$ cat config.mk
export PLATFORM = sky130hd
export DESIGN_NAME = bus_arbiter_2m
export DESIGN_NICKNAME = d
export VERILOG_FILES = /design/src/rtl/bus_arbiter_2m.sv
export SDC_FILE = /design/constraint.sdc
export NUM_CORES = 1
export LEC_CHECK = 0
export BUFFER_PORTS_ARGS = -buffer_cell sky130_fd_sc_hd__clkbuf_2
export CAP_MARGIN = 20
export CORE_AREA = 10 10 114 116
export CTS_CLUSTER_SIZE = 30
export DETAILED_ROUTE_END_ITERATION = 10
export DIE_AREA = 0 0 124 126
export PLACE_DENSITY = 0.51
export SYNTH_ARGS = -nofsm -noshare
export SYNTH_HDL_FRONTEND = slang
export SYNTH_SLANG_ARGS = --single-unit
export TNS_END_PERCENT = 30
$ cat constraint.sdc
create_clock -name clk_i -period 1.51 [get_ports clk_i]
set_clock_uncertainty 0.05 [all_clocks]
set_input_delay 0.2265 -clock clk_i [delete_from_list [all_inputs] [get_ports clk_i]]
set_output_delay 0.2265 -clock clk_i [all_outputs]
set_load 0.02 [all_outputs]
$ cat src/rtl/bus_arbiter_2m.sv
// Two-master round-robin arbiter sharing one single-ported slave between the
// CPU data master (m0) and the UDM debug master (m1). One transaction per cycle.
// Grant and ack are combinational. Read responses are routed back to the
// issuing master through a fixed-latency tag pipeline.
//
// Ports:
//   clk_i, rst_i                 clock, async active-high reset
//   m0_* / m1_*                  master request side (req/we/addr/wdata/be in,
//                                ack/resp/rdata out)
//   s_req/s_we/s_addr/s_wdata/s_be  slave request side
//   s_rdata                      slave read data, valid RD_LATENCY cycles after
//                                an accepted read
module bus_arbiter_2m #(
  parameter int unsigned RD_LATENCY    = 1,
  parameter bit          M0_PRIO_RESET = 1'b1
) (
  input  logic        clk_i,
  input  logic        rst_i,

  input  logic        m0_req,
  input  logic        m0_we,
  input  logic [31:0] m0_addr,
  input  logic [31:0] m0_wdata,
  input  logic [3:0]  m0_be,
  output logic        m0_ack,
  output logic        m0_resp,
  output logic [31:0] m0_rdata,

  input  logic        m1_req,
  input  logic        m1_we,
  input  logic [31:0] m1_addr,
  input  logic [31:0] m1_wdata,
  input  logic [3:0]  m1_be,
  output logic        m1_ack,
  output logic        m1_resp,
  output logic [31:0] m1_rdata,

  output logic        s_req,
  output logic        s_we,
  output logic [31:0] s_addr,
  output logic [31:0] s_wdata,
  output logic [3:0]  s_be,
  input  logic [31:0] s_rdata
);

  localparam int unsigned DW = 32;

  // Index of the master granted most recently (0 = m0, 1 = m1).
  logic last_grant;

  logic gnt_vld;
  logic gnt_id;

  // Tag pipeline: one {valid, master_id} entry per cycle of read latency.
  logic [RD_LATENCY-1:0] tag_vld;
  logic [RD_LATENCY-1:0] tag_id;

  logic rsp_vld;
  logic rsp_id;

  // Round-robin grant; contention goes to the master that did not win last.
  always_comb begin
    gnt_vld = 1'b0;
    gnt_id  = 1'b0;
    if (!rst_i) begin
      if (m0_req && m1_req) begin
        gnt_vld = 1'b1;
        gnt_id  = ~last_grant;
      end else if (m0_req) begin
        gnt_vld = 1'b1;
        gnt_id  = 1'b0;
      end else if (m1_req) begin
        gnt_vld = 1'b1;
        gnt_id  = 1'b1;
      end
    end
  end

  // Slave mux; with no grant the payload follows m0 but req/we are held low.
  always_comb begin
    s_req   = gnt_vld;
    s_we    = 1'b0;
    s_addr  = m0_addr;
    s_wdata = m0_wdata;
    s_be    = m0_be;
    if (gnt_id) begin
      s_addr  = m1_addr;
      s_wdata = m1_wdata;
      s_be    = m1_be;
    end
    if (gnt_vld) begin
      s_we = gnt_id ? m1_we : m0_we;
    end
  end

  // Zero-latency acceptance for whichever master holds the grant.
  always_comb begin
    m0_ack = gnt_vld & ~gnt_id;
    m1_ack = gnt_vld &  gnt_id;
  end

  always_ff @(posedge clk_i or posedge rst_i) begin
    if (rst_i) begin
      last_grant <= M0_PRIO_RESET;
    end else if (gnt_vld) begin
      last_grant <= gnt_id;
    end
  end

  // Free-running shift; writes enter as invalid so they never produce a resp.
  always_ff @(posedge clk_i or posedge rst_i) begin
    if (rst_i) begin
      tag_vld <= '0;
      tag_id  <= '0;
    end else begin
      tag_vld[0] <= gnt_vld & ~s_we;
      tag_id[0]  <= gnt_id;
      for (int unsigned i = 1; i < RD_LATENCY; i++) begin
        tag_vld[i] <= tag_vld[i-1];
        tag_id[i]  <= tag_id[i-1];
      end
    end
  end

  // Last stage lines up with s_rdata; steer it to the issuing master only.
  always_comb begin
    rsp_vld  = tag_vld[RD_LATENCY-1] & ~rst_i;
    rsp_id   = tag_id[RD_LATENCY-1];
    m0_resp  = rsp_vld & ~rsp_id;
    m1_resp  = rsp_vld &  rsp_id;
    m0_rdata = m0_resp ? s_rdata : DW'(0);
    m1_rdata = m1_resp ? s_rdata : DW'(0);
  end

endmodule

==> metrics.md <==
| Metric | Value |
|---|---|
| Outcome | `complete, but fails checks` |
| Failing checks | `setup timing` |
| Post-Syn Area | `1505 sq um` |
| Startpoint Class | `flop` |
| Ys async rst share | `100.0%` |
| Iteration-0 DRC Markers | `46` |
| Worst hold path class | `in -> async` |
| N_diodes | `0` |
| Seq cells post-synth | `3` |
| Highest Clock Rate | `495.9 MHz` |
| Final WS setup | `-506.4 ps` |
| CP max FO | `9` |
| Fillers | `1061` |
| Net Switching | `666.9 uW` |
| Leak | `0.002350 uW` |
| Fin crit share | `133.5%` |
| Detail Placement HPWL | `10140 microns` |
| Avg Vias per Cell | `4.099` |
| Fin nets | `662` |
| Max-slew violation count | `0` |
| Final total power | `1682 uW` |
| Largest family of logic cells by synthesized area | `multiplexers` |
| First-pass GRT wire length | `16120 microns` |
| Synthesized instance count | `166` |
| Commonest cells after routing, fill and taps aside | `193 x clkbuf_2, 60 x and2_1, 43 x buf_6, 39 x mux2_4, 33 x clkbuf_8` |
| Number of I/O port buffers | `311` |
| Antenna viol nets, final | `0` |
| Predominant post-synthesis flop cell | `dfrtp_1` |
| Mux contribution to synthesized area | `53.12%` |
| Deepest clock path buffer count | `2` |
| Peak supply drop | `0.0002292 V` |
| Share of layout cells above drive strength 1 | `84.80%` |
| Compound-Gate Fraction of Synth Area | `2.993%` |
| First-pass DRT Iterations | `3` |
| Synth Area in Simple Gates | `31.75%` |
| DIE AREA | `15620 sq um` |
| Comb pwr share | `80.2%` |
| Hold_ws | `128.9 ps` |
| Starting density of the core | `14.07%` |
| Congestion Overflow GR | `0` |
| Power Internal | `1016 uW` |
| WL final | `11850 microns` |
| Via count | `2570` |
| CTS root buf | `clkbuf_8` |
| CTS Sinks | `3` |
| Syn Area/Cell | `9.067 sq um` |
| Area Overhead vs Synth | `178.6%` |
| Post-synth EDFFs | `0` |
| Sequential share of the synthesized area | `5.071%` |
| Seq pwr share | `6.0%` |
| DR WL/cell | `18.90 microns` |
| CTS tree | `done` |
| Die W | `124 microns` |
| Final setup fails | `127` |
| H-tree depth | `1` |
| Die height | `126 microns` |
| Normalized max-slew margin | `85.56%` |
| Num CTS Buffers | `3` |
| Post-Synth Adder-Cell Area | `0%` |
| RSZ-0062 raised after global routing | `true` |
| Setup CP Type | `reg -> out` |
| YS warnings | `0` |
| Hold_buf cts | `0` |
| Synth Area in XOR/XNOR | `0%` |
| Crit path DAT | `1740 ps` |
| Core box area | `10700 sq um` |
| Tightest Pin Transition | `215.7 ps` |
| Drt drc | `0` |
| Initial antenna violation count | `0` |
| Post-synthesis cell type count | `24` |
| WP data required | `1230 ps` |
| Clock transition at the registers of the reported paths | `30 ps` |
| Most common cell after layout, fill and taps aside | `clkbuf_2` |
| Num rows | `38` |
| Final Hold Fails | `0` |
| Syn Nets | `340` |
| Gpl congestion | `0.9075` |
| Critical path endpoint category | `primary output` |
| Footprint of the multi-input gates | `1461 sq um` |
| Clock Latency Late Sink | `210 ps` |
| P per Cell Area | `401.3 nW/um^2` |
| Io pins | `312` |
| Vias in the first global route | `2913` |
| Max cap viols | `0` |
| Fin crit period | `2016 ps` |
| Sw frac | `39.64%` |
| Power share of the clock group | `13.8%` |
| GRT Overall Usage | `12.72%` |
| Register area | `76.32 sq um` |
| Largest net degree at the start of global routing | `37` |
[critical path, stage by stage, from the launching register on]
cell	delay, ps
dfstp_2	370
a21bo_4	230
nor2_8	140
buf_12	140
clkbuf_16	160
mux2_2	330
clkbuf_2	160
[sequential cells by signal, summed over array words and instances (netlist names)]
| name | flops |
|---|---|
| last_grant | 1 |
| tag_vld | 1 |
| rsp_id | 1 |
[final cells by class]
type | count | area share [%]
sequential | 3 | 1.820
inverter | 1 | 0.08953
timing repair buffer | 331 | 57.98
multi-input combinational | 148 | 34.86
clock buffer | 4 | 1.074
tap | 140 | 4.178
[layer usage]
layer,up-vias,routed length (microns),track usage (%)
li1,1210,-,-
met1,1158,3590,11.64
met3,10,1881,6.792
met5,-,0,0
met2,192,6219,24.04
met4,0,161,2.575
[cell families (layout without fill, tap and decap cells)]
logic type             after synthesis  after routing
flip-flops                           3              3
buffers and inverters               15            336
multiplexers                        68             68
AO/OA/AOI/OAI                        5              5
AND/OR/NAND/NOR                     75             75
[worst paths after layout]
path / cells after the start / end / startpoint / slack (ps)
setup / recovery: 6 / s_wdata[27] / last_grant / -510
hold / removal: 4 / rsp_id / rst_i / 130
setup reg to reg: 4 / tag_vld / last_grant / 220
hold reg to reg: 3 / last_grant / last_grant / 610
max in group asynchronous: 4 / last_grant / rst_i / 1090
min in group clk_i: 2 / tag_vld / m0_we / 170
[per-stage QoR]
step,cells,setup slack (ps),utilization [%],setup TNS [ps],cell area [sq um]
finish,627,-506.4,39.19,-34960,4193
floorplan,166,-107.2,-,-3628,1531
detailed placement,617,-263.1,30.85,-16520,3301
global placement,617,-218.0,30.85,-15080,3301
CTS,621,-506.7,34.06,-35830,3643
global route,627,-547.6,39.19,-42210,4193
[power groups by stage]
stage	Clock (uW)	Sequential (uW)	Combinational (uW)
2_1_floorplan	0	101	606
3_3_place_gp	0	99.6	1080
3_5_place_dp	0	101	1090
4_1_cts	242	101	1140
5_1_grt	255	102	1430
6_report	233	101	1350
[synth_stat cells, types with 2 or more instances]
cell type | number | area [sq um]
and2_1 | 64 | 400.4
mux2_2 | 59 | 664.4
mux2_4 | 9 | 135.1
buf_4 | 5 | 37.54
clkbuf_1 | 4 | 15.01
nor2_1 | 4 | 15.01
buf_2 | 3 | 15.01
dfrtp_1 | 2 | 50.05
[timing repair]
| item | 4_1_cts | 5_1_grt |
|---|---|---|
| endpoints found under the setup margin | 135 | 136 |
| resized for setup | 68 | 225 |
| gates cloned | 0 | 4 |
| setup buffers | 0 | 2 |
| pin swaps | 0 | 3 |
(Power assumes the default switching activity.)
